==> src/rtl/fsk_rx_if.sv <==
// Signal bundle between the FSK receive controller and its environment:
// sample stream in, control pulses in, payload bytes and status out.
interface fsk_rx_if;
  logic       start;
  logic       abort;
  logic [7:0] ad_data;
  logic       ad_valid;
  logic [7:0] byte_data;
  logic       byte_valid;
  logic       byte_ready;
  logic [7:0] thr_out;
  logic [1:0] state_out;
  logic       frame_done;
  logic       cal_fail;
  logic       overrun;

  modport master (
    output start, abort, ad_data, ad_valid, byte_ready,
    input  byte_data, byte_valid, thr_out, state_out, frame_done, cal_fail, overrun
  );

  modport slave (
    input  start, abort, ad_data, ad_valid, byte_ready,
    output byte_data, byte_valid, thr_out, state_out, frame_done, cal_fail, overrun
  );
endinterface

==> src/rtl/fsk_rx_controller.sv <==
// FSK receive sequencer: threshold calibration from min/max of the ADC stream,
// hysteresis zero-crossing bit slicer, sync-word hunt and fixed-length byte framing.
module fsk_rx_controller #(
  parameter int         SAMPLES_PER_BIT = 16,
  parameter int         CAL_SAMPLES     = 256,
  parameter logic [7:0] HYST            = 8'd4,
  parameter int         XING_THRESH     = 4,
  parameter logic [7:0] SYNC_WORD       = 8'hD3,
  parameter int         FRAME_BYTES     = 4
) (
  input logic     clk,
  input logic     rst_n,
  fsk_rx_if.slave bus
);

  typedef enum logic [1:0] {
    IDLE  = 2'd0,
    CALIB = 2'd1,
    HUNT  = 2'd2,
    DATA  = 2'd3
  } state_t;

  localparam int CAL_W = $clog2(CAL_SAMPLES + 1);
  localparam int WIN_W = $clog2(SAMPLES_PER_BIT);
  localparam logic [CAL_W-1:0] CAL_LAST   = CAL_W'(CAL_SAMPLES - 1);
  localparam logic [WIN_W-1:0] WIN_LAST   = WIN_W'(SAMPLES_PER_BIT - 1);
  localparam logic [7:0]       BYTES_LAST = 8'(FRAME_BYTES - 1);

  state_t state, state_next;

  logic [7:0]       thr, min_r, max_r, prev, xcnt, shreg, byte_sh, byte_cnt, byte_data_r;
  logic             lvl, byte_valid_r, frame_done_r, cal_fail_r, overrun_r;
  logic [CAL_W-1:0] cal_cnt;
  logic [WIN_W-1:0] win_cnt;
  logic [2:0]       bit_cnt;

  logic [7:0] cur, min_new, max_new, thr_cal, hi, lo, byte_word;
  logic [8:0] swing, hi_sum, lo_dif, xsum;
  logic       cal_last, cal_bad, xing_up, xing_dn, bit_val, bit_evt;
  logic       sync_hit, byte_evt, byte_load, frame_end;

  assign cur     = bus.ad_data;
  assign min_new = (cur < min_r) ? cur : min_r;
  assign max_new = (cur > max_r) ? cur : max_r;
  assign thr_cal = 8'(({1'b0, min_new} + {1'b0, max_new}) >> 1);
  assign swing   = {1'b0, max_new} - {1'b0, min_new};
  assign cal_last = (state == CALIB) && bus.ad_valid && (cal_cnt == CAL_LAST);
  assign cal_bad  = swing <= {HYST, 1'b0};

  // Hysteresis band around the threshold, clamped to the 8-bit sample range.
  assign hi_sum = {1'b0, thr} + {1'b0, HYST};
  assign lo_dif = {1'b0, thr} - {1'b0, HYST};
  assign hi     = hi_sum[8] ? 8'hFF : hi_sum[7:0];
  assign lo     = lo_dif[8] ? 8'h00 : lo_dif[7:0];

  assign xing_up = !lvl && (prev < lo) && (cur > hi);
  assign xing_dn =  lvl && (prev > hi) && (cur < lo);
  assign xsum    = {1'b0, xcnt} + {8'd0, xing_up | xing_dn};
  assign bit_val = xsum >= 9'(XING_THRESH);
  assign bit_evt = ((state == HUNT) || (state == DATA)) && bus.ad_valid && (win_cnt == WIN_LAST);

  assign sync_hit  = (state == HUNT) && bit_evt && ({shreg[6:0], bit_val} == SYNC_WORD);
  assign byte_evt  = (state == DATA) && bit_evt && (bit_cnt == 3'd7);
  assign byte_word = {byte_sh[6:0], bit_val};
  assign frame_end = byte_evt && (byte_cnt == BYTES_LAST);

  // Output handshake: byte_valid rises when a byte is loaded and stays high with
  // byte_data stable until a cycle where byte_ready is also high; that cycle is the
  // transfer. A byte may load in the same cycle as a transfer, keeping valid high.
  assign byte_load = byte_evt && (!byte_valid_r || bus.byte_ready);

  always_ff @(posedge clk) begin
    if (!rst_n) state <= IDLE;
    else        state <= state_next;
  end

  always_comb begin
    state_next = state;
    if (bus.abort) begin
      state_next = IDLE;
    end else begin
      case (state)
        IDLE:    if (bus.start) state_next = CALIB;
        CALIB:   if (cal_last)  state_next = cal_bad ? IDLE : HUNT;
        HUNT:    if (sync_hit)  state_next = DATA;
        DATA:    if (frame_end) state_next = HUNT;
        default: state_next = IDLE;
      endcase
    end
  end

  always_ff @(posedge clk) begin
    if (!rst_n) begin
      thr          <= 8'd128;
      min_r        <= 8'hFF;
      max_r        <= 8'h00;
      cal_cnt      <= '0;
      win_cnt      <= '0;
      xcnt         <= '0;
      prev         <= '0;
      lvl          <= 1'b0;
      shreg        <= '0;
      byte_sh      <= '0;
      bit_cnt      <= '0;
      byte_cnt     <= '0;
      byte_data_r  <= '0;
      byte_valid_r <= 1'b0;
      frame_done_r <= 1'b0;
      cal_fail_r   <= 1'b0;
      overrun_r    <= 1'b0;
    end else begin
      frame_done_r <= 1'b0;
      cal_fail_r   <= 1'b0;
      overrun_r    <= 1'b0;
      if (byte_valid_r && bus.byte_ready) byte_valid_r <= 1'b0;

      if (bus.abort) begin
        byte_valid_r <= 1'b0;
        cal_cnt      <= '0;
        win_cnt      <= '0;
        xcnt         <= '0;
        prev         <= '0;
        lvl          <= 1'b0;
        shreg        <= '0;
        byte_sh      <= '0;
        bit_cnt      <= '0;
        byte_cnt     <= '0;
      end else begin
        case (state)
          IDLE: begin
            if (bus.start) begin
              min_r   <= 8'hFF;
              max_r   <= 8'h00;
              cal_cnt <= '0;
            end
          end
          CALIB: begin
            if (bus.ad_valid) begin
              min_r <= min_new;
              max_r <= max_new;
              if (cal_cnt == CAL_LAST) begin
                cal_cnt <= '0;
                if (cal_bad) begin
                  cal_fail_r <= 1'b1;
                end else begin
                  thr     <= thr_cal;
                  win_cnt <= '0;
                  xcnt    <= '0;
                  prev    <= '0;
                  lvl     <= 1'b0;
                  shreg   <= '0;
                end
              end else begin
                cal_cnt <= cal_cnt + CAL_W'(1);
              end
            end
          end
          HUNT, DATA: begin
            if (bus.ad_valid) begin
              prev <= cur;
              if (xing_up)      lvl <= 1'b1;
              else if (xing_dn) lvl <= 1'b0;
              if (bit_evt) begin
                win_cnt <= '0;
                xcnt    <= '0;
              end else begin
                win_cnt <= win_cnt + WIN_W'(1);
                xcnt    <= xsum[8] ? 8'hFF : xsum[7:0];
              end

              if (bit_evt && (state == HUNT)) begin
                if (sync_hit) begin
                  shreg    <= '0;
                  byte_sh  <= '0;
                  bit_cnt  <= '0;
                  byte_cnt <= '0;
                end else begin
                  shreg <= {shreg[6:0], bit_val};
                end
              end

              // Bytes dropped on overrun still count toward the frame length.
              if (bit_evt && (state == DATA)) begin
                byte_sh <= byte_word;
                bit_cnt <= bit_cnt + 3'd1;
                if (byte_evt) begin
                  byte_cnt <= byte_cnt + 8'd1;
                  if (byte_load) begin
                    byte_data_r  <= byte_word;
                    byte_valid_r <= 1'b1;
                  end else begin
                    overrun_r <= 1'b1;
                  end
                  if (frame_end) begin
                    frame_done_r <= 1'b1;
                    byte_cnt     <= '0;
                  end
                end
              end
            end
          end
          default: ;
        endcase
      end
    end
  end

  assign bus.byte_data  = byte_data_r;
  assign bus.byte_valid = byte_valid_r;
  assign bus.thr_out    = thr;
  assign bus.state_out  = state;
  assign bus.frame_done = frame_done_r;
  assign bus.cal_fail   = cal_fail_r;
  assign bus.overrun    = overrun_r;

endmodule

==> src/flat_wrapper.sv <==
// flat-port wrapper written by rule: the top's interface ports become plain ports
module fsk_rx_controller_flat 
#(
  parameter int         SAMPLES_PER_BIT = 16,
  parameter int         CAL_SAMPLES     = 256,
  parameter logic [7:0] HYST            = 8'd4,
  parameter int         XING_THRESH     = 4,
  parameter logic [7:0] SYNC_WORD       = 8'hD3,
  parameter int         FRAME_BYTES     = 4
)
  (clk, rst_n, bus_start, bus_abort, bus_ad_data, bus_ad_valid, bus_byte_ready, bus_byte_data, bus_byte_valid, bus_thr_out, bus_state_out, bus_frame_done, bus_cal_fail, bus_overrun);
  fsk_rx_if bus_i ();
  input logic clk;
  input logic rst_n;
  input wire logic [$bits(bus_i.start)-1:0] bus_start;
  input wire logic [$bits(bus_i.abort)-1:0] bus_abort;
  input wire logic [$bits(bus_i.ad_data)-1:0] bus_ad_data;
  input wire logic [$bits(bus_i.ad_valid)-1:0] bus_ad_valid;
  input wire logic [$bits(bus_i.byte_ready)-1:0] bus_byte_ready;
  output wire logic [$bits(bus_i.byte_data)-1:0] bus_byte_data;
  output wire logic [$bits(bus_i.byte_valid)-1:0] bus_byte_valid;
  output wire logic [$bits(bus_i.thr_out)-1:0] bus_thr_out;
  output wire logic [$bits(bus_i.state_out)-1:0] bus_state_out;
  output wire logic [$bits(bus_i.frame_done)-1:0] bus_frame_done;
  output wire logic [$bits(bus_i.cal_fail)-1:0] bus_cal_fail;
  output wire logic [$bits(bus_i.overrun)-1:0] bus_overrun;
  assign bus_i.start = bus_start;
  assign bus_i.abort = bus_abort;
  assign bus_i.ad_data = bus_ad_data;
  assign bus_i.ad_valid = bus_ad_valid;
  assign bus_i.byte_ready = bus_byte_ready;
  assign bus_byte_data = bus_i.byte_data;
  assign bus_byte_valid = bus_i.byte_valid;
  assign bus_thr_out = bus_i.thr_out;
  assign bus_state_out = bus_i.state_out;
  assign bus_frame_done = bus_i.frame_done;
  assign bus_cal_fail = bus_i.cal_fail;
  assign bus_overrun = bus_i.overrun;
  fsk_rx_controller #(.SAMPLES_PER_BIT(SAMPLES_PER_BIT), .CAL_SAMPLES(CAL_SAMPLES), .HYST(HYST), .XING_THRESH(XING_THRESH), .SYNC_WORD(SYNC_WORD), .FRAME_BYTES(FRAME_BYTES)) u_core (.clk(clk), .rst_n(rst_n), .bus(bus_i));
endmodule
==> config.mk <==
export PLATFORM = sky130hd
export DESIGN_NAME = fsk_rx_controller_flat
export DESIGN_NICKNAME = d
export VERILOG_FILES = /design/src/rtl/fsk_rx_if.sv /design/src/rtl/fsk_rx_controller.sv /design/src/flat_wrapper.sv
export SDC_FILE = /design/constraint.sdc
export NUM_CORES = 1
export LEC_CHECK = 0
export CAP_MARGIN = 40
export CELL_PAD_IN_SITES_DETAIL_PLACEMENT = 1
export CELL_PAD_IN_SITES_GLOBAL_PLACEMENT = 1
export CORE_AREA = 4 4 165 167
export DETAILED_ROUTE_END_ITERATION = 10
export DIE_AREA = 0 0 169 171
export PLACE_DENSITY = 0.54
export SYNTH_ARGS = -nofsm -noshare
export SYNTH_HDL_FRONTEND = slang
export SYNTH_SLANG_ARGS = --single-unit
==> constraint.sdc <==
create_clock -name clk -period 4.9 [get_ports clk]
set_clock_uncertainty 0.1 [all_clocks]
set_input_delay 0.98 -clock clk [delete_from_list [all_inputs] [get_ports clk]]
set_output_delay 0.98 -clock clk [all_outputs]
set_load 0.1 [all_outputs]
==> out/results.txt, run 1 <==
r2r worst-path depth -> 24
clock buffer depth -> 2
number of synthesized flops with an enable pin -> 0
worst-skew pair later-pin latency -> 360 ps
Core ar. -> 25800 um2
layout cells sized above 1 -> 21.1%
most frequent cells after synthesis -> dfxtp_1, ha_1, nand2_1, nor2_1, a21oi_1
Yosys top cell area share -> 29.1%
Final setup viols -> 0
Design Area, Final -> 8760 um2
first-pass GRT wire length -> 34.2 mm
vias in the first global route -> 6475
GR Util All Layers -> 14.5%
Sink Count -> 93
gr ovfl total -> 0
hold_buf cts -> 0
Inserted Diodes -> 0
Arr. time, crit path -> 4850 ps
largest net degree at the start of global routing -> 44
register area share after synthesis -> 29.1%
Worst EP required -> 5020 ps
final period utilization -> 96.5%
initial core utilization -> 24.8%
FMAX -> 211 MHz
DR iter-0 viols -> 206
Critical Path End Type -> register
#FFs+latches synth -> 93
peak supply drop -> 0.000162 V
fraction of registers with async set/reset -> 0%
Placement Setup Slack -> -561 ps
via-per-instance ratio -> 4.95
final hold slack -> 375 ps
status -> finished, final reports clean
floorplan die height -> 171 um
Multi-input gate area -> 4440 um2
Final nets -> 1004
CTS tree -> done
Hold Violations, Final -> 0
CP startpoint kind -> primary input
antenna violations before repair -> 0
Placed Instance Area -> 8120 um2
Post-Syn Nets -> 875
Storage cell area -> 1860 um2
r2r startpoint -> u_core.bus.thr_out[2]
count leader, synth -> dfxtp_1
GP Congestion -> 0.782
mapped cell area -> 6400 um2
reg2reg end -> u_core.shreg[2]
leakage power -> 3.54 nW
Unique masters post-synth -> 64
Final Worst Setup Slack -> 170 ps
Cells after Synth -> 794
Yosys top cell by area -> dfxtp_1
CP Class -> primary input to register
DPL Wire Length -> 15.7 mm
r2r setup slk -> 320 ps
clock root buffer -> clkbuf_16
drt drc -> 0
Tightest Pin Transition -> 793 ps
Area growth, synth to finish -> 37.0%
warning count from the yosys run -> 0
fillers -> 3019
Slew Viols, Final -> 0
io pins -> 36
Vias -> 6256
setup TNS -> 0 ps
Synth Flop Type -> dfxtp_1
routed wire length -> 20.8 mm
HP Class -> register to register
crit path launch -> bus_ad_data[7]
crit path time final -> 4730 ps
Routed Antenna Nets -> 0
Rows -> 59
drt wl/cell -> 16.5 um
CTS buffer count -> 9
Area contributors post-synth -> dfxtp_1, ha_1, mux2i_1, a21oi_1, nand2_1
Syn Area/Cell -> 8.06 um2
chip width -> 169 um
H-tree level count -> 3
Pwr per Cell Area -> 217 nW/um2
relative slew slack -> 46.8%
clock slew at reported path FFs -> 70 ps
buffers added on ports -> 35
critical path endpoint -> u_core.xcnt[7]
Max Fanout on Critical Path -> 6
Die Area -> 28900 um2
Max Cap Viol -> 0
Detailed Routing Iterations Pass 1 -> 4
[worst max-delay path, stage by stage]
cell             delay (ps)
clkdlybuf4s50_1         450
ha_1                    330
nand3_2                 100
nor2_1                   50
a22o_1                  230
or2_4                   270
mux2_4                  340
ha_4                    240
o21a_1                  180
o31a_1                  140
o211a_1                 250
or3_4                   410
a2111oi_4               310
buf_6                   190
buf_12                  130
or2_4                   130
o221ai_1                 90
[stage by stage]
stage          power [mW]  utilization (%)  instances
2_1_floorplan       0.960                -        794
6_report             1.90             34.0       1263
4_1_cts              1.91             33.1       1256
5_1_grt              2.00             34.0       1263
3_3_place_gp         1.09             30.1       1215
3_5_place_dp         1.09             31.5       1238
[worst min path at each step]
stage,startpoint,end,slack [ps],depth (start not counted)
after floorplan,u_core.shreg[6],u_core.shreg[6],340,2
after global placement,u_core.shreg[6],u_core.shreg[6],350,2
after detailed placement,u_core.cal_cnt[1],u_core.cal_cnt[1],370,2
after CTS,u_core.cal_cnt[1],u_core.cal_cnt[1],380,2
after global routing,u_core.shreg[1],u_core.shreg[1],410,2
final,u_core.cal_cnt[1],u_core.cal_cnt[1],380,2
[where the power goes]
part / internal (mW) / switching (mW)
logic: 0.167 / 0.179
registers: 0.757 / 0.00193
clock network: 0.453 / 0.344
[timing repair]
item                       4_1_cts  5_1_grt
setup buffers                    1        6
pin swaps                        6       20
setup endpoints to repair       35       54
cloned                           1        1
resized for setup               23       35
[per-layer routing]
| layer | share of wire (%) | vias up | track usage, % |
|---|---|---|---|
| li1 | - | 3132 | - |
| met2 | 49 | 29 | 25.5 |
| met4 | 1.1 | 0 | 3.61 |
| met3 | 1.3 | 14 | 1.89 |
| met5 | 0 | - | 0 |
| met1 | 48 | 3081 | 19.0 |
[state kept, by name (all words and copies together), names as in the netlist]
name and flops:
u_core.cal_cnt 9, u_core.xcnt 8, u_core.byte_cnt 8, u_core.lvl 1
u_core.win_cnt 4, u_core.bus.frame_done 1, u_core.shreg 7, u_core.prev 8
u_core.bus.byte_data 8, u_core.bus.overrun 1, u_core.min_r 8, u_core.bit_cnt 3
u_core.bus.state_out 2, u_core.max_r 8, u_core.bus.thr_out 8, u_core.bus.cal_fail 1
u_core.byte_sh 7, u_core.bus.byte_valid 1
[cells in the final DEF, fill, tap and decap left out, drive strengths merged, types with 34 or more instances in the layout]
cell and n:
buf 128, dfxtp 93, ha 66, nand2 65, nor2 62, a21oi 61, o21ai 47, nand3 46
inv 45, mux2i 34
[kinds of logic after synthesis]
kind of cell | count (synthesis) | synth area share (%)
AND/OR/NAND/NOR | 287 | 22.7
AO/OA/AOI/OAI | 207 | 21.6
flip-flops | 93 | 29.1
buffers and inverters | 88 | 5.34
adder cells (fa/ha/maj) | 67 | 13.2
multiplexers | 40 | 6.38
XOR/XNOR | 12 | 1.64
[cell type report]
class                   count  share of cell area, %
clock buffers              10                   2.61
well taps                 335                   4.78
flip-flops and latches     93                   21.3
inverters                  43                   1.84
clock inverters             6                   1.07
repair buffers            163                   17.8
multi-input cells         613                   50.6
No activity file was read; power rests on OpenSTA's default activity.
==> inputs of run 2 (changes only) <==
--- a/config.mk
+++ b/config.mk
@@ -12,6 +12,7 @@
 export DETAILED_ROUTE_END_ITERATION = 10
 export DIE_AREA = 0 0 169 171
 export PLACE_DENSITY = 0.54
+export SKIP_CTS_REPAIR_TIMING = 1
 export SYNTH_ARGS = -nofsm -noshare
 export SYNTH_HDL_FRONTEND = slang
 export SYNTH_SLANG_ARGS = --single-unit
==> out/results.txt, run 2 (synthesis results as in run 1) <==
status -> finished, final reports clean
Detailed Routing Iterations Pass 1 -> 4
Slew Viols, Final -> 0
drt wl/cell -> 16.5 um
antenna violations before repair -> 0
fin util -> 33.7%
floorplan die height -> 171 um
min-delay src -> u_core.cal_cnt[1]
via-per-instance ratio -> 4.94
Placement Setup Slack -> -561 ps
initial core utilization -> 24.8%
clock slew at reported path FFs -> 70 ps
buffers added on ports -> 35
HP Class -> register to register
DPL Wire Length -> 15.7 mm
Max Cap Viol -> 0
FMAX -> 213 MHz
CTS buffer count -> 9
drt drc -> 0
most frequent cells in the layout -> buf_4, dfxtp_1, nand2_1
Vias -> 6215
Arr. time, crit path -> 4810 ps
leakage power -> 3.55 nW
Final Worst Setup Slack -> 215 ps
Hold Violations, Final -> 0
r2r worst-path depth -> 24
DR iter-0 viols -> 176
crit path time final -> 4680 ps
chip width -> 169 um
max FFs per register -> 9
io pins -> 36
worst-skew pair later-pin latency -> 360 ps
first-pass GRT wire length -> 33.9 mm
CP startpoint kind -> primary input
Top reg by flops -> u_core.cal_cnt
placed insts -> 1238
routed wire length -> 20.7 mm
final period utilization -> 95.6%
reg2reg end -> u_core.shreg[2]
Routed Antenna Nets -> 0
layout cells sized above 1 -> 20.4%
WHS Path Cells -> 2
Min-Delay Endpoint -> u_core.cal_cnt[1]
Inserted Diodes -> 0
filler-free cell count of the finished design -> 1257
peak supply drop -> 0.000162 V
Reg power frac -> 40.1%
Switch Pwr -> 0.523 mW
P_int -> 1.37 mW
Final setup viols -> 0
final hold slack -> 375 ps
Area growth, synth to finish -> 35.8%
fillers -> 3019
Final nets -> 998
Critical Path End Type -> register
H-tree level count -> 3
gr ovfl total -> 0
Core ar. -> 25800 um2
r2r setup slk -> 320 ps
largest net degree at the start of global routing -> 44
Die Area -> 28900 um2
total power draw -> 1.89 mW
vias in the first global route -> 6441
commonest non-fill, non-tap cell in the layout -> buf_4
Max Fanout on Critical Path -> 9
Placed Instance Area -> 8120 um2
Rows -> 59
Worst EP required -> 5020 ps
clock buffer depth -> 2
r2r startpoint -> u_core.bus.thr_out[2]
Tightest Pin Transition -> 793 ps
Pwr per Cell Area -> 218 nW/um2
GR Util All Layers -> 14.4%
CP Class -> primary input to register
clock root buffer -> clkbuf_16
switching share of power -> 27.6%
Design Area, Final -> 8690 um2
GP Congestion -> 0.782
clock power share -> 42.2%
relative slew slack -> 46.7%
combinational power share -> 17.7%
CTS tree -> done
setup TNS -> 0 ps
Sink Count -> 93
run 2: cell types whose count changed in the layout (fill, tap and decap cells not counted), moves of 2 or more:
cell | previous run | this run
dlymetal6s2s_1 | 1 | 8
buf_6 | 5 | 3
clkdlybuf4s15_1 | 2 | 0
buf_4 | 96 | 93
dlygate4sd2_1 | 3 | 0
run 2: worst max path at each step:
stage              startpoint         endpoint  slack [ps]  cells after the start
2_1_floorplan  bus_ad_data[1]  u_core.shreg[0]          30                     18
3_3_place_gp   bus_ad_data[1]   u_core.xcnt[7]        -450                     18
3_5_place_dp   bus_ad_data[0]  u_core.shreg[2]        -560                     20
4_1_cts        bus_ad_data[0]  u_core.shreg[2]        -200                     20
5_1_grt        bus_ad_data[4]   u_core.xcnt[7]         -10                     18
6_report       bus_ad_data[4]   u_core.xcnt[7]         220                     18
run 2: cell type report:
class / count / area [um2] / share of cell area [%]
Multi-Input combinational cell: 613 / 4410 / 50.8
Sequential cell: 93 / 1860 / 21.4
Timing Repair Buffer: 157 / 1510 / 17.4
Tap cell: 335 / 419 / 4.82
Clock buffer: 10 / 229 / 2.63
Inverter: 43 / 161 / 1.86
Clock inverter: 6 / 93.8 / 1.08
run 2: worst max-delay path, cell delays in order:
cell	delay, ps
dlymetal6s2s_1	180
ha_1	300
and3_1	180
a21oi_2	100
o21ai_0	90
o41a_1	450
mux2i_1	220
inv_1	110
ha_4	300
nor2_1	60
o31a_1	330
o211a_1	230
or3_4	360
a2111oi_4	340
buf_4	200
buf_12	140
or2_4	140
o221ai_1	90
run 2: metal layers:
metal / share of wire [%] / wire (um) / vias up / GRT usage [%]
li1: - / - / 3120 / -
met1: 49 / 10100 / 3054 / 18.9
met3: 1.2 / 249 / 14 / 1.89
met4: 1.1 / 221 / 0 / 3.61
met5: 0 / 0 / - / 0
met2: 49 / 10200 / 27 / 25.2
run 2: power groups by stage:
stage,Clock (mW),Sequential [mW],Combinational [mW]
finish,0.799,0.759,0.335
floorplan,0,0.779,0.181
global route,0.860,0.759,0.373
global placement,0,0.777,0.309
detailed placement,0,0.777,0.314
CTS,0.828,0.759,0.315
==> inputs of run 3 (changes only) <==
--- a/config.mk
+++ b/config.mk
@@ -11,7 +11,9 @@
 export CORE_AREA = 4 4 165 167
 export DETAILED_ROUTE_END_ITERATION = 10
 export DIE_AREA = 0 0 169 171
+export GPL_TIMING_DRIVEN = 1
 export PLACE_DENSITY = 0.54
+export SETUP_SLACK_MARGIN = 0.3
 export SKIP_CTS_REPAIR_TIMING = 1
 export SYNTH_ARGS = -nofsm -noshare
 export SYNTH_HDL_FRONTEND = slang
==> constraint.sdc (replaced) <==
create_clock -name clk -period 4.9 [get_ports clk]
set_clock_uncertainty 0.1 [all_clocks]
set_input_delay 1.225 -clock clk [delete_from_list [all_inputs] [get_ports clk]]
set_output_delay 1.225 -clock clk [all_outputs]
set_load 0.1 [all_outputs]
==> out/results.txt, run 3 (synthesis results as in run 1) <==
clock root buffer -> clkbuf_16
vias in the first global route -> 6457
floorplan die height -> 171 um
max FFs per register -> 9
Final setup viols -> 0
worst path buffer plus inverter count -> 5
filler-free cell count of the finished design -> 1291
Switch Pwr -> 0.538 mW
Inserted Diodes -> 0
CP startpoint kind -> primary input
CTS tree -> done
CP Class -> primary input to register
gr ovfl total -> 0
clock slew at reported path FFs -> 80 ps
commonest non-fill, non-tap cell in the layout -> buf_4
Max Fanout on Critical Path -> 8
GP Congestion -> 0.785
Die Area -> 28900 um2
final period utilization -> 97.1%
Pwr per Cell Area -> 205 nW/um2
Tightest Pin Transition -> 705 ps
worst-path cell chain -> dlymetal6s2s_1, buf_4, ha_1, a21oi_2, buf_4, and3b_2, or2_4, mux2_4, ha_4, o21a_1, o31a_1, o211a_1, or3_4, a2111oi_4, buf_6, buf_12, o21ai_2, a21oi_2
Hold Violations, Final -> 0
leakage power -> 3.70 nW
Routed Antenna Nets -> 0
RSZ-0062 raised after global routing -> yes
chip width -> 169 um
Rows -> 59
r2r setup slk -> 590 ps
Area growth, synth to finish -> 43.4%
placed insts -> 1264
antenna violations before repair -> 0
fillers -> 3006
P_int -> 1.35 mW
CP max stage delay -> 380 ps
worst-skew pair later-pin latency -> 360 ps
Slew Viols, Final -> 0
GR Util met3 -> 1.99%
first-pass GRT wire length -> 34.1 mm
layout cells sized above 1 -> 28.8%
status -> finished, final reports clean
io pins -> 36
final hold slack -> 367 ps
peak supply drop -> 0.000157 V
routed wire length -> 20.7 mm
drt wl/cell -> 16.0 um
top cell family by delay on the critical path -> compound AO/OA/AOI/OAI gates
most frequent cells in the layout -> buf_4, dfxtp_1, nand2_1
Arr. time, crit path -> 4940 ps
CTS buffer count -> 9
DPL Wire Length -> 15.8 mm
largest net degree at the start of global routing -> 44
Core ar. -> 25800 um2
relative slew slack -> 52.7%
Critical Path End Type -> register
Detailed Routing Iterations Pass 1 -> 4
Vias -> 6307
Top reg by flops -> u_core.cal_cnt
GRT met1 Usage -> 19.1%
crit path time final -> 4760 ps
DR iter-0 viols -> 208
buffers added on ports -> 35
Sink Count -> 93
HP Class -> register to register
clock power share -> 41.3%
drt drc -> 0
switching share of power -> 28.5%
GR Util All Layers -> 14.5%
FMAX -> 210 MHz
Reg power frac -> 40.2%
combinational power share -> 18.5%
Final nets -> 1032
Critical-path top delay cell -> a2111oi_4
H-tree level count -> 3
Max Cap Viol -> 0
met2 usage -> 25.2%
gr busiest metal -> met2
initial core utilization -> 24.8%
via-per-instance ratio -> 4.89
clock buffer depth -> 2
Worst EP required -> 5080 ps
## run 3: cell count changes in the layout (fill, tap and decap cells not counted), moves of 5 or more
cell | previous run | this run
o21ai_2 | 2 | 7
o21ai_1 | 10 | 21
buf_4 | 93 | 120
dlymetal6s2s_1 | 8 | 1
dfxtp_1 | 92 | 87
o21ai_0 | 35 | 19
buf_6 | 3 | 11
ha_1 | 56 | 49
ha_4 | 8 | 13
## run 3: final timing paths
check / from / end / cells past startpoint
setup / recovery: bus_ad_data[7] / u_core.prev[7] / 18
hold / removal: u_core.shreg[6] / u_core.shreg[6] / 2
setup reg to reg: u_core.bus.thr_out[2] / u_core.byte_cnt[2] / 22
hold reg to reg: u_core.shreg[6] / u_core.shreg[6] / 2
## run 3: per-stage QoR
| stage | area (um2) | setup WS [ps] | util [%] | power (mW) | TNS, ps |
|---|---|---|---|---|---|
| finish | 9180 | 140 | 35.6 | 1.88 | 0 |
| global placement | 8010 | -843 | 31.1 | 1.09 | -40070 |
| detailed placement | 8380 | -814 | 32.5 | 1.10 | -40460 |
| global route | 9180 | -12.2 | 35.6 | 1.98 | -16.2 |
| floorplan | 6510 | -125 | - | 0.964 | -2790 |
| CTS | 8700 | -484 | 33.8 | 1.89 | -21840 |
## run 3: final cells by class
class	count	area (um2)	share of cell area, %
clock inverter	6	77.6	0.845
clock buffer	10	239	2.60
sequential	93	1870	20.4
inverter	43	161	1.76
multi-input combinational	614	4650	50.6
timing repair buffer	190	1760	19.2
tap	335	419	4.57
## run 3: tightest hold or removal path, stage by stage (launching register included)
cell	delay, ps
dfxtp_1	320
nand2_1	50
mux2i_1	60
## run 3: power by group through the flow
| stage | Sequential (mW) | Combinational (mW) | Clock, mW |
|---|---|---|---|
| 3_5_place_dp | 0.776 | 0.321 | 0 |
| 3_3_place_gp | 0.776 | 0.316 | 0 |
| 6_report | 0.758 | 0.349 | 0.778 |
| 4_1_cts | 0.758 | 0.324 | 0.807 |
| 5_1_grt | 0.759 | 0.387 | 0.836 |
| 2_1_floorplan | 0.779 | 0.186 | 0 |
## run 3: routing by layer
| metal | share of wire, % | up-vias |
|---|---|---|
| met5 | 0 | - |
| li1 | - | 3202 |
| met2 | 49 | 42 |
| met3 | 1.4 | 9 |
| met4 | 0.89 | 0 |
| met1 | 49 | 3054 |
